File: src/rtl/mem_arbiter_pkg.sv
// Shared constants and types for the memory arbiter: widths, IO window, size codes and FSM states.
package mem_arbiter_pkg;

  localparam int unsigned ADDR_WIDTH = 32;
  localparam logic [31:0] IO_BASE    = 32'h0003_0000;

  localparam logic [2:0] SZ_BYTE = 3'd1;
  localparam logic [2:0] SZ_HALF = 3'd2;
  localparam logic [2:0] SZ_WORD = 3'd4;

  localparam logic TRUE  = 1'b1;
  localparam logic FALSE = 1'b0;

  typedef enum logic [1:0] {
    IDLE,
    BUSY_FETCH,
    BUSY_LS
  } arb_state_e;

endpackage

File: src/rtl/mem_arbiter_if.sv
// Bundle of icache, load/store, rollback/IO and memory-engine signals around the arbiter.
interface mem_arbiter_if #(
  parameter int unsigned ADDR_WIDTH = mem_arbiter_pkg::ADDR_WIDTH
) ();

  logic                  in_rollback;
  logic                  in_icache_ena;
  logic [ADDR_WIDTH-1:0] in_icache_addr;
  logic                  out_icache_ok;
  logic [ADDR_WIDTH-1:0] out_icache_data;
  logic                  in_ls_ena;
  logic                  in_ls_iswrite;
  logic [ADDR_WIDTH-1:0] in_ls_addr;
  logic [2:0]            in_ls_size;
  logic [ADDR_WIDTH-1:0] in_ls_data;
  logic                  out_ls_ok;
  logic [ADDR_WIDTH-1:0] out_ls_data;
  logic                  in_io_buffer_full;
  logic                  out_mem_ena;
  logic                  out_mem_iswrite;
  logic [ADDR_WIDTH-1:0] out_mem_addr;
  logic [2:0]            out_mem_size;
  logic [ADDR_WIDTH-1:0] out_mem_data;
  logic                  in_mem_busy;
  logic                  in_mem_ok;
  logic [ADDR_WIDTH-1:0] in_mem_data;

  // Arbiter side.
  modport master (
    input  in_rollback, in_icache_ena, in_icache_addr, in_ls_ena, in_ls_iswrite, in_ls_addr,
           in_ls_size, in_ls_data, in_io_buffer_full, in_mem_busy, in_mem_ok, in_mem_data,
    output out_icache_ok, out_icache_data, out_ls_ok, out_ls_data, out_mem_ena, out_mem_iswrite,
           out_mem_addr, out_mem_size, out_mem_data
  );

  // Requester / memory-engine side.
  modport slave (
    output in_rollback, in_icache_ena, in_icache_addr, in_ls_ena, in_ls_iswrite, in_ls_addr,
           in_ls_size, in_ls_data, in_io_buffer_full, in_mem_busy, in_mem_ok, in_mem_data,
    input  out_icache_ok, out_icache_data, out_ls_ok, out_ls_data, out_mem_ena, out_mem_iswrite,
           out_mem_addr, out_mem_size, out_mem_data
  );

endinterface

File: src/rtl/mem_arbiter_arb_priority_sel.sv
// Combinational grant selector: forced fetch when starved, else unstalled LS, else fetch.
module arb_priority_sel #(
  parameter int unsigned STARVE_LIMIT = 4,
  parameter int unsigned CNT_W        = 3
) (
  input  logic             en,
  input  logic             icache_pend,
  input  logic             ls_pend,
  input  logic             ls_stall,
  input  logic [CNT_W-1:0] starve_cnt,
  output logic             grant_fetch,
  output logic             grant_ls
);

  logic starved;
  assign starved = (starve_cnt == CNT_W'(STARVE_LIMIT));

  always_comb begin
    grant_fetch = 1'b0;
    grant_ls    = 1'b0;
    if (en) begin
      if (icache_pend && starved) begin
        grant_fetch = 1'b1;
      end else if (ls_pend && !ls_stall) begin
        grant_ls = 1'b1;
      end else if (icache_pend) begin
        grant_fetch = 1'b1;
      end
    end
  end

endmodule

File: src/rtl/mem_arbiter.sv
// Shares the byte-serial memory engine between icache fetch and the LS unit, one transaction
// at a time, with starvation limit, IO-store stall and rollback discard.
module mem_arbiter #(
  parameter int unsigned           ADDR_WIDTH   = mem_arbiter_pkg::ADDR_WIDTH,
  parameter int unsigned           STARVE_LIMIT = 4,
  parameter logic [ADDR_WIDTH-1:0] IO_BASE      = ADDR_WIDTH'(mem_arbiter_pkg::IO_BASE)
) (
  input logic           clk,
  input logic           rst,
  mem_arbiter_if.master bus
);
  import mem_arbiter_pkg::*;

  localparam int unsigned CNT_W = $clog2(STARVE_LIMIT + 1);

  arb_state_e            state_q, state_d;
  logic [CNT_W-1:0]      starve_q;
  logic                  discard_q;
  logic                  mem_ena_q;
  logic                  mem_iswrite_q;
  logic [ADDR_WIDTH-1:0] mem_addr_q;
  logic [2:0]            mem_size_q;
  logic [ADDR_WIDTH-1:0] mem_data_q;
  logic                  icache_ok_q, ls_ok_q;
  logic [ADDR_WIDTH-1:0] icache_data_q, ls_data_q;

  logic icache_pend, ls_pend, ls_stall, sel_en;
  logic grant_fetch, grant_ls;
  logic deliver_fetch, deliver_ls, set_discard;

  // A requester is masked while its ok pulse is out, so a still-held request is not reissued.
  assign icache_pend = bus.in_icache_ena & ~icache_ok_q;
  assign ls_pend     = bus.in_ls_ena & ~ls_ok_q;
  assign ls_stall    = bus.in_ls_iswrite & (bus.in_ls_addr >= IO_BASE) & bus.in_io_buffer_full;
  assign sel_en      = (state_q == IDLE) & ~bus.in_mem_busy & ~bus.in_rollback;

  arb_priority_sel #(
    .STARVE_LIMIT(STARVE_LIMIT),
    .CNT_W       (CNT_W)
  ) u_sel (
    .en         (sel_en),
    .icache_pend(icache_pend),
    .ls_pend    (ls_pend),
    .ls_stall   (ls_stall),
    .starve_cnt (starve_q),
    .grant_fetch(grant_fetch),
    .grant_ls   (grant_ls)
  );

  always_ff @(posedge clk) begin
    if (rst) begin
      state_q <= IDLE;
    end else begin
      state_q <= state_d;
    end
  end

  always_comb begin
    state_d = state_q;
    unique case (state_q)
      IDLE: begin
        if (grant_fetch) begin
          state_d = BUSY_FETCH;
        end else if (grant_ls) begin
          state_d = BUSY_LS;
        end
      end
      BUSY_FETCH, BUSY_LS: begin
        if (bus.in_mem_ok) state_d = IDLE;
      end
      default: state_d = IDLE;
    endcase
  end

  // Stores are never cancelled; fetches and loads are dropped on rollback, even same-cycle.
  always_comb begin
    deliver_fetch = 1'b0;
    deliver_ls    = 1'b0;
    set_discard   = 1'b0;
    unique case (state_q)
      BUSY_FETCH: begin
        deliver_fetch = bus.in_mem_ok & ~discard_q & ~bus.in_rollback;
        set_discard   = bus.in_rollback;
      end
      BUSY_LS: begin
        if (mem_iswrite_q) begin
          deliver_ls = bus.in_mem_ok;
        end else begin
          deliver_ls  = bus.in_mem_ok & ~discard_q & ~bus.in_rollback;
          set_discard = bus.in_rollback;
        end
      end
      default: ;
    endcase
  end

  always_ff @(posedge clk) begin
    if (rst) begin
      discard_q     <= 1'b0;
      starve_q      <= '0;
      mem_ena_q     <= 1'b0;
      mem_iswrite_q <= 1'b0;
      mem_addr_q    <= '0;
      mem_size_q    <= '0;
      mem_data_q    <= '0;
      icache_ok_q   <= 1'b0;
      icache_data_q <= '0;
      ls_ok_q       <= 1'b0;
      ls_data_q     <= '0;
    end else begin
      if (state_d == IDLE) begin
        discard_q <= 1'b0;
      end else if (set_discard) begin
        discard_q <= 1'b1;
      end

      if (!bus.in_icache_ena || grant_fetch) begin
        starve_q <= '0;
      end else if (grant_ls && (starve_q != CNT_W'(STARVE_LIMIT))) begin
        starve_q <= starve_q + 1'b1;
      end

      mem_ena_q <= grant_fetch | grant_ls;
      if (grant_fetch) begin
        mem_iswrite_q <= 1'b0;
        mem_addr_q    <= bus.in_icache_addr;
        mem_size_q    <= SZ_WORD;
        mem_data_q    <= '0;
      end else if (grant_ls) begin
        mem_iswrite_q <= bus.in_ls_iswrite;
        mem_addr_q    <= bus.in_ls_addr;
        mem_size_q    <= bus.in_ls_size;
        mem_data_q    <= bus.in_ls_data;
      end

      icache_ok_q <= deliver_fetch;
      if (deliver_fetch) icache_data_q <= bus.in_mem_data;
      ls_ok_q <= deliver_ls;
      if (deliver_ls) ls_data_q <= bus.in_mem_data;
    end
  end

  assign bus.out_mem_ena     = mem_ena_q;
  assign bus.out_mem_iswrite = mem_iswrite_q;
  assign bus.out_mem_addr    = mem_addr_q;
  assign bus.out_mem_size    = mem_size_q;
  assign bus.out_mem_data    = mem_data_q;
  assign bus.out_icache_ok   = icache_ok_q;
  assign bus.out_icache_data = icache_data_q;
  assign bus.out_ls_ok       = ls_ok_q;
  assign bus.out_ls_data     = ls_data_q;

endmodule
File: src/flat_wrapper.sv
// flat-port wrapper written by rule: the top's interface ports become plain ports
module mem_arbiter_flat import mem_arbiter_pkg::*;
#(
  parameter int unsigned           ADDR_WIDTH   = mem_arbiter_pkg::ADDR_WIDTH,
  parameter int unsigned           STARVE_LIMIT = 4,
  parameter logic [ADDR_WIDTH-1:0] IO_BASE      = ADDR_WIDTH'(mem_arbiter_pkg::IO_BASE)
)
  (clk, rst, bus_in_rollback, bus_in_icache_ena, bus_in_icache_addr, bus_in_ls_ena, bus_in_ls_iswrite, bus_in_ls_addr, bus_in_ls_size, bus_in_ls_data, bus_in_io_buffer_full, bus_in_mem_busy, bus_in_mem_ok, bus_in_mem_data, bus_out_icache_ok, bus_out_icache_data, bus_out_ls_ok, bus_out_ls_data, bus_out_mem_ena, bus_out_mem_iswrite, bus_out_mem_addr, bus_out_mem_size, bus_out_mem_data);
  mem_arbiter_if #(.ADDR_WIDTH(ADDR_WIDTH)) bus_i ();
  input logic clk;
  input logic rst;
  input wire logic [$bits(bus_i.in_rollback)-1:0] bus_in_rollback;
  input wire logic [$bits(bus_i.in_icache_ena)-1:0] bus_in_icache_ena;
  input wire logic [$bits(bus_i.in_icache_addr)-1:0] bus_in_icache_addr;
  input wire logic [$bits(bus_i.in_ls_ena)-1:0] bus_in_ls_ena;
  input wire logic [$bits(bus_i.in_ls_iswrite)-1:0] bus_in_ls_iswrite;
  input wire logic [$bits(bus_i.in_ls_addr)-1:0] bus_in_ls_addr;
  input wire logic [$bits(bus_i.in_ls_size)-1:0] bus_in_ls_size;
  input wire logic [$bits(bus_i.in_ls_data)-1:0] bus_in_ls_data;
  input wire logic [$bits(bus_i.in_io_buffer_full)-1:0] bus_in_io_buffer_full;
  input wire logic [$bits(bus_i.in_mem_busy)-1:0] bus_in_mem_busy;
  input wire logic [$bits(bus_i.in_mem_ok)-1:0] bus_in_mem_ok;
  input wire logic [$bits(bus_i.in_mem_data)-1:0] bus_in_mem_data;
  output wire logic [$bits(bus_i.out_icache_ok)-1:0] bus_out_icache_ok;
  output wire logic [$bits(bus_i.out_icache_data)-1:0] bus_out_icache_data;
  output wire logic [$bits(bus_i.out_ls_ok)-1:0] bus_out_ls_ok;
  output wire logic [$bits(bus_i.out_ls_data)-1:0] bus_out_ls_data;
  output wire logic [$bits(bus_i.out_mem_ena)-1:0] bus_out_mem_ena;
  output wire logic [$bits(bus_i.out_mem_iswrite)-1:0] bus_out_mem_iswrite;
  output wire logic [$bits(bus_i.out_mem_addr)-1:0] bus_out_mem_addr;
  output wire logic [$bits(bus_i.out_mem_size)-1:0] bus_out_mem_size;
  output wire logic [$bits(bus_i.out_mem_data)-1:0] bus_out_mem_data;
  assign bus_i.in_rollback = bus_in_rollback;
  assign bus_i.in_icache_ena = bus_in_icache_ena;
  assign bus_i.in_icache_addr = bus_in_icache_addr;
  assign bus_i.in_ls_ena = bus_in_ls_ena;
  assign bus_i.in_ls_iswrite = bus_in_ls_iswrite;
  assign bus_i.in_ls_addr = bus_in_ls_addr;
  assign bus_i.in_ls_size = bus_in_ls_size;
  assign bus_i.in_ls_data = bus_in_ls_data;
  assign bus_i.in_io_buffer_full = bus_in_io_buffer_full;
  assign bus_i.in_mem_busy = bus_in_mem_busy;
  assign bus_i.in_mem_ok = bus_in_mem_ok;
  assign bus_i.in_mem_data = bus_in_mem_data;
  assign bus_out_icache_ok = bus_i.out_icache_ok;
  assign bus_out_icache_data = bus_i.out_icache_data;
  assign bus_out_ls_ok = bus_i.out_ls_ok;
  assign bus_out_ls_data = bus_i.out_ls_data;
  assign bus_out_mem_ena = bus_i.out_mem_ena;
  assign bus_out_mem_iswrite = bus_i.out_mem_iswrite;
  assign bus_out_mem_addr = bus_i.out_mem_addr;
  assign bus_out_mem_size = bus_i.out_mem_size;
  assign bus_out_mem_data = bus_i.out_mem_data;
  mem_arbiter #(.ADDR_WIDTH(ADDR_WIDTH), .STARVE_LIMIT(STARVE_LIMIT), .IO_BASE(IO_BASE)) u_core (.clk(clk), .rst(rst), .bus(bus_i));
endmodule
File: config.mk
export PLATFORM = sky130hd
export DESIGN_NAME = mem_arbiter_flat
export DESIGN_NICKNAME = d
export VERILOG_FILES = /design/src/rtl/mem_arbiter_pkg.sv /design/src/rtl/mem_arbiter_if.sv /design/src/rtl/mem_arbiter_arb_priority_sel.sv /design/src/rtl/mem_arbiter.sv /design/src/flat_wrapper.sv
export SDC_FILE = /design/constraint.sdc
export NUM_CORES = 1
export LEC_CHECK = 0
export BUFFER_PORTS_ARGS = -buffer_cell sky130_fd_sc_hd__buf_4
export CAP_MARGIN = 20
export CORE_ASPECT_RATIO = 0.9
export CORE_MARGIN = 2
export CORE_UTILIZATION = 41
export CTS_CLUSTER_DIAMETER = 120
export DETAILED_ROUTE_END_ITERATION = 7
export PLACE_DENSITY = 0.76
export SLEW_MARGIN = 10
export SYNTH_ARGS = -nofsm -noshare
export SYNTH_HDL_FRONTEND = slang
export SYNTH_SLANG_ARGS = --single-unit
File: constraint.sdc
create_clock -name clk -period 1.8 [get_ports clk]
set_input_delay 0.36 -clock clk [delete_from_list [all_inputs] [get_ports clk]]
set_output_delay 0.36 -clock clk [all_outputs]
set_load 0.1 [all_outputs]
==> results of run 1 <==
[power by group]
group          switching (µW)  internal, µW  leakage [µW]
combinational            1150           597       0.00259
clock                    1370          1820      0.000263
sequential               61.6          3220       0.00114
[final timing paths]
path | endpoint | slack, ns | depth (start not counted)
worst max register to register | u_core.bus.out_mem_data[10] | -0.14 | 11
worst min register to register | u_core.bus.out_mem_data[27] | 0.45 | 2
worst min-delay path | u_core.bus.out_mem_data[21] | 0.19 | 3
worst max-delay path | u_core.bus.out_mem_data[10] | -0.14 | 11
[logic make-up after synthesis]
family                   Yosys count
AND/OR/NAND/NOR                  331
AO/OA/AOI/OAI                    146
flip-flops                       141
buffers and inverters             57
adder cells (fa/ha/maj)            6
XOR/XNOR                           2
multiplexers                       1
[area by class of cell]
cell class	instances	area, µm²	area share [%]
clock inverter	11	67.6	0.722
multi-input combinational	486	2810	30.0
clock buffer	21	460	4.92
inverter	6	22.5	0.241
timing repair buffer	342	2960	31.6
tap	168	210	2.24
sequential	141	2830	30.2
[cells in the mapped netlist (2+ instances only)]
master	n	area [µm²]
nand2_1	272	1020
dfxtp_1	141	2820
a21oi_1	100	500
nor2_1	37	139
a311oi_1	32	280
clkbuf_1	29	109
buf_2	16	80.1
ha_1	6	75.1
inv_1	6	22.5
nor3_1	5	25.0
buf_6	3	33.8
nor2b_1	3	18.8
nor4_4	3	63.8
a31oi_1	2	12.5
buf_1	2	7.51
nand4_1	2	12.5
nor3b_1	2	15.0
xnor2_1	2	17.5
[repair_timing]
| action | CTS | global route |
|---|---|---|
| hold buffers | 0 | 0 |
| setup buffers | 8 | 10 |
| endpoints found under the setup margin | 65 | 72 |
| cloned | 4 | 7 |
| gates resized for setup | 32 | 92 |
| pin swaps | 6 | 43 |
[per-stage QoR]
stage	setup slack (ns)	instance area (µm²)	hold WS [ns]	total power [µW]	cells
after floorplan	-0.0294	5510	0.493	4300	684
after global placement	-0.255	7950	0.440	4840	1115
after detailed placement	-0.338	7950	0.445	4850	1115
after CTS	-0.0557	8800	0.174	8090	1159
after global routing	-0.280	9360	0.182	8460	1175
final	-0.140	9360	0.190	8230	1175
[registers in the layout (all words and copies together) (netlist names)]
register,flops
u_core.bus.out_icache_data,32
u_core.bus.out_icache_ok,1
u_core.bus.out_ls_data,32
u_core.bus.out_ls_ok,1
u_core.bus.out_mem_addr,32
u_core.bus.out_mem_data,32
u_core.bus.out_mem_ena,1
u_core.bus.out_mem_iswrite,1
u_core.bus.out_mem_size,3
u_core.discard_q,1
u_core.starve_q,3
u_core.state_q,2
[metal layers]
layer,global-route usage (%),share of wire [%],vias to the layer above
met5,0,0,-
met4,9.01,4.0,0
met3,9.29,11,75
met2,41.8,49,359
met1,30.5,37,2930
li1,-,-,2893
[worst min-delay path: stages]
cell and delay (ns):
buf_4 0.10, nand2_1 0.05, a21oi_1 0.05
==> results_dict.tcl, run 1 <==
set metrics [dict create \
    status "complete, but fails checks" \
    violations "setup timing" \
    utilization_pct 71.1 \
    clock-sinks 141 \
    remaining_drc_errors 0 \
    fmax_ghz 0.515 \
    viasPerCell 5.33 \
    nets 1140 \
    mostFrequentLayoutCell "buf_4" \
    htreeDepth 4 \
    cpPeakStageDelay_ns 0.32 \
    port_buffers 274 \
    synth_flop_cell "dfxtp_1" \
    clockBufferDepth 2 \
    pwr_density_cell_nw_per_um2 879 \
    synth_enable_flop_cells 0 \
    report.final.slew_viol_count 0 \
    path_buf_inv 5 \
    ant_nets 0 \
    nFillCells 918 \
    ir_drop_uv 738 \
    antenna_found_initial 0 \
    diodes 0 \
    crit_fanout 6 \
    grt_use_total_pct 25.3 \
    fp.coreArea_um2 13200 \
    ctsRootBufferMaster "clkbuf_16" \
    min_period_ns 1.94 \
    criticalPathCategory "reg2reg" \
    place_hpwl_um 12400 \
    post-route-period-util_pct 108 \
    synth_compound_area_share_pct 17.0 \
    die_y_um 114 \
    finalSetupViolCount 63 \
    fin_tns_setup_ns -2.82 \
    netlist_area_um2 5470 \
    synth_cell_types 39 \
    synth_fa_ha_area_share_pct 1.37 \
    synth-simple-area-share_pct 24.7 \
    dr.pass1.iters 5 \
    cpLargestDelayFamily "buffers and inverters" \
    synthXorXnorAreaFrac_pct 0.320 \
    worst_slack_ns -0.140 \
    synth_top_family_by_area "simple AND/OR/NAND/NOR gates" \
    worstPathRequired_ns 2.15 \
    grt.overflow.total 0 \
    area_growth_pct 71.3 \
    clk_pin_slew_ns 0.06 \
    avgSynthCellArea_um2 7.99 \
    crit_top_cell "clkbuf_16" \
    maxCapViolations 0 \
    std_cell_rows 40 \
    grt_pass1_wl_um 28900 \
    drt_iter0_markers 486 \
    final_cell_mix "buf_4, nand2_1, dfxtp_1" \
    final.setup_skew_ns 0.00786 \
    cp-end-kind "flip-flop" \
    slew_headroom_pct 74.3 \
    cp_cell_sequence "inv_2, ha_4, nor3b_4, buf_4, o311ai_4, nor2_4, buf_12, clkbuf_16, clkbuf_16, nand2_1, a21oi_1" \
    crit_arrival_ns 2.29 \
    die_area_um2 14300 \
    cp_slowest_cell "dfxtp_2" \
    clkLatencyLatePin_ns 0.42 \
    hold_class "in2reg" \
    ioPinCount 275 \
    synth_warnings 0 \
    grt_max_degree 69 \
    post_drt_wl_per_cell_um 18.4 \
    crit_path_start_kind "flip-flop" \
    worst_slew_pin_slew_ns 0.385 \
    ys_ff_latch 141 \
    cts_tree "built" \
    synth.net_count 830 \
    worstReg2RegStart "u_core.state_q[0]" \
    startpoint "u_core.state_q[0]" \
    rsz0062_at_grt "yes" \
    drt-total-wl_um 21600 \
    yosys-mux-area-fraction_pct 0.183 \
    hp-start "bus_in_ls_data[21]" \
    die_width_um 126 \
    start_util_pct 41.5 \
    p_leak_uw 0.00400 \
    syn_inst 684 \
    first_global_vias 5490 \
    yosysSeqAreaShare_pct 51.6 \
    ys_async_sr_fraction_pct 0 \
    cts_buffers 17 \
    gp_congestion 0.860 \
    vias 6257 \
    hold_viol 0 \
    drive_gt1_share_pct 46.7 \
]
Power figures use the tool's default switching activity.
==> run 2: changes to the inputs <==
- ABC_AREA: default -> 1
==> results_dict.tcl, run 2 <==
set metrics [dict create \
    status "completed" \
    met2_usage_pct 36.4 \
    p_leak_uw 0.00365 \
    hold_ws_ns 0.178 \
    clkLatencyLatePin_ns 0.42 \
    fp.coreArea_um2 12800 \
    drt_iter0_markers 370 \
    synth_top_area_share_pct 51.9 \
    mostFrequentLayoutCell "buf_4" \
    hold_viol 0 \
    fmax_ghz 0.603 \
    grt_use_total_pct 22.5 \
    nFillCells 1144 \
    synth_enable_flop_cells 0 \
    utilization_pct 65.7 \
    grt.overflow.total 0 \
    die_width_um 125 \
    place_hpwl_um 11500 \
    clk_pin_slew_ns 0.06 \
    cp_cell_sequence "inv_1, ha_1, nand2_1, nor2_1, nor2_2, nand3_4, inv_4, buf_12, nand2_1, a31oi_1" \
    drt-total-wl_um 16300 \
    nets 1115 \
    crit_path_start_kind "flip-flop" \
    ir_drop_uv 773 \
    cts_tree "built" \
    yosysSeqAreaShare_pct 51.9 \
    vias 5550 \
    multi_input_area_um2 2230 \
    post-route-period-util_pct 92.1 \
    synth_cell_types 24 \
    ant_nets 0 \
    port_buffers 274 \
    yosys.cell_count.top_type "nand2_1" \
    ctsRootBufferMaster "clkbuf_16" \
    ys_top_cells_by_count "nand2_1, dfxtp_1, o21ai_0" \
    avgSynthCellArea_um2 7.76 \
    min_period_ns 1.66 \
    report.final.slew_viol_count 0 \
    ys_ff_latch 141 \
    cts_buffers 17 \
    fin_tns_setup_ns 0 \
    grt.busiest_layer "met2" \
    syn_inst 701 \
    antenna_found_initial 0 \
    ioPinCount 275 \
    slew_headroom_pct 77.5 \
    worst_slew_pin_slew_ns 0.336 \
    use_met1_pct 27.0 \
    regArea_um2 2830 \
    remaining_drc_errors 0 \
    area_growth_pct 54.9 \
    final_cell_mix "buf_4, nand2_1, dfxtp_1" \
    post_drt_wl_per_cell_um 14.2 \
    finalSetupViolCount 0 \
    ys_async_sr_fraction_pct 0 \
    synth.net_count 847 \
    final.setup_skew_ns 0.00721 \
    synth.area.top_cells "dfxtp_1, nand2_1, o21ai_0" \
    cp_slowest_cell "dfxtp_2" \
    crit_top_cell "nand2_1" \
    viasPerCell 4.84 \
    cp-end-kind "flip-flop" \
    die_y_um 113 \
    yosysTopAreaCell "dfxtp_1" \
    criticalPathCategory "reg2reg" \
    dr.pass1.iters 4 \
    use_met3_pct 7.61 \
    hold_class "in2reg" \
    worstPathRequired_ns 2.14 \
    grt_pass1_wl_um 25800 \
    worst-r2r-setup-slack_ns 0.14 \
    rsz0062_at_grt "no" \
    gp_congestion 0.876 \
    first_global_vias 5245 \
    start_util_pct 42.4 \
    htreeDepth 4 \
    maxCapViolations 0 \
    std_cell_rows 39 \
    pwr_density_cell_nw_per_um2 986 \
    grt_max_degree 52 \
    synth_warnings 0 \
    crit_arrival_ns 1.99 \
    die_area_um2 14200 \
    netlist_area_um2 5440 \
    diodes 0 \
    clockBufferDepth 2 \
    synth_flop_cell "dfxtp_1" \
    drive_gt1_share_pct 37.2 \
    clock-sinks 141 \
    cpPeakStageDelay_ns 0.34 \
    crit_fanout 27 \
]
run 2: routing by layer:
layer	vias up	routed length, µm
met2	191	7710
met3	33	1170
li1	2822	-
met5	-	0
met4	0	439
met1	2504	6950
run 2: area by class of cell:
cell class	instances	share of cell area [%]
well taps	164	2.44
clock inverters	9	1.29
inverters	49	2.21
repair buffers	296	28.1
multi-input cells	464	26.5
clock buffers	23	5.91
flip-flops and latches	141	33.6
run 2: cell families after synthesis:
kind of cell | after synthesis | synth area share, %
simple gates | 254 | 18.2
buf+inv | 96 | 7.45
compound gates | 204 | 21.1
fa+ha+maj | 6 | 1.38
flops | 141 | 51.9
run 2: power by group:
part	switching, µW	internal (µW)	leakage [µW]
clock network	1310	2220	0.000299
logic	1040	466	0.00221
registers	52.5	3220	0.00114
total	2400	5910	0.00365
run 2: critical path: cells and delay by family, from the launching register on:
| kind | cells | cell delay (ns) |
|---|---|---|
| flops | 1 | 0.34 |
| buf+inv | 3 | 0.35 |
| simple gates | 5 | 0.52 |
| fa+ha+maj | 1 | 0.19 |
| compound gates | 1 | 0.18 |
run 2: worst paths after layout:
kind / end / cells after the start / start
hold reg to reg: u_core.bus.out_icache_data[22] / 2 / u_core.bus.out_icache_data[22]
hold / removal: u_core.bus.out_ls_ok / 2 / rst
setup reg to reg: u_core.bus.out_mem_addr[22] / 10 / u_core.starve_q[0]
setup / recovery: u_core.bus.out_mem_addr[22] / 10 / u_core.starve_q[0]
run 2: per-stage QoR:
step | area (µm²) | setup slack (ns) | total power, µW | cells
after floorplan | 5440 | 0.0761 | 4320 | 701
final | 8430 | 0.143 | 8310 | 1146
after global routing | 8430 | 0.0176 | 8620 | 1146
after detailed placement | 7760 | 0.00840 | 4830 | 1112
after global placement | 7760 | 0.0566 | 4820 | 1112
after CTS | 8370 | 0.0454 | 8360 | 1144
run 2: what timing repair did:
item                                    in CTS  in global routing
buffers inserted                             0                  1
resized for setup                            0                  8
endpoints found under the setup margin       0                 67
hold buffers                                 0                  0
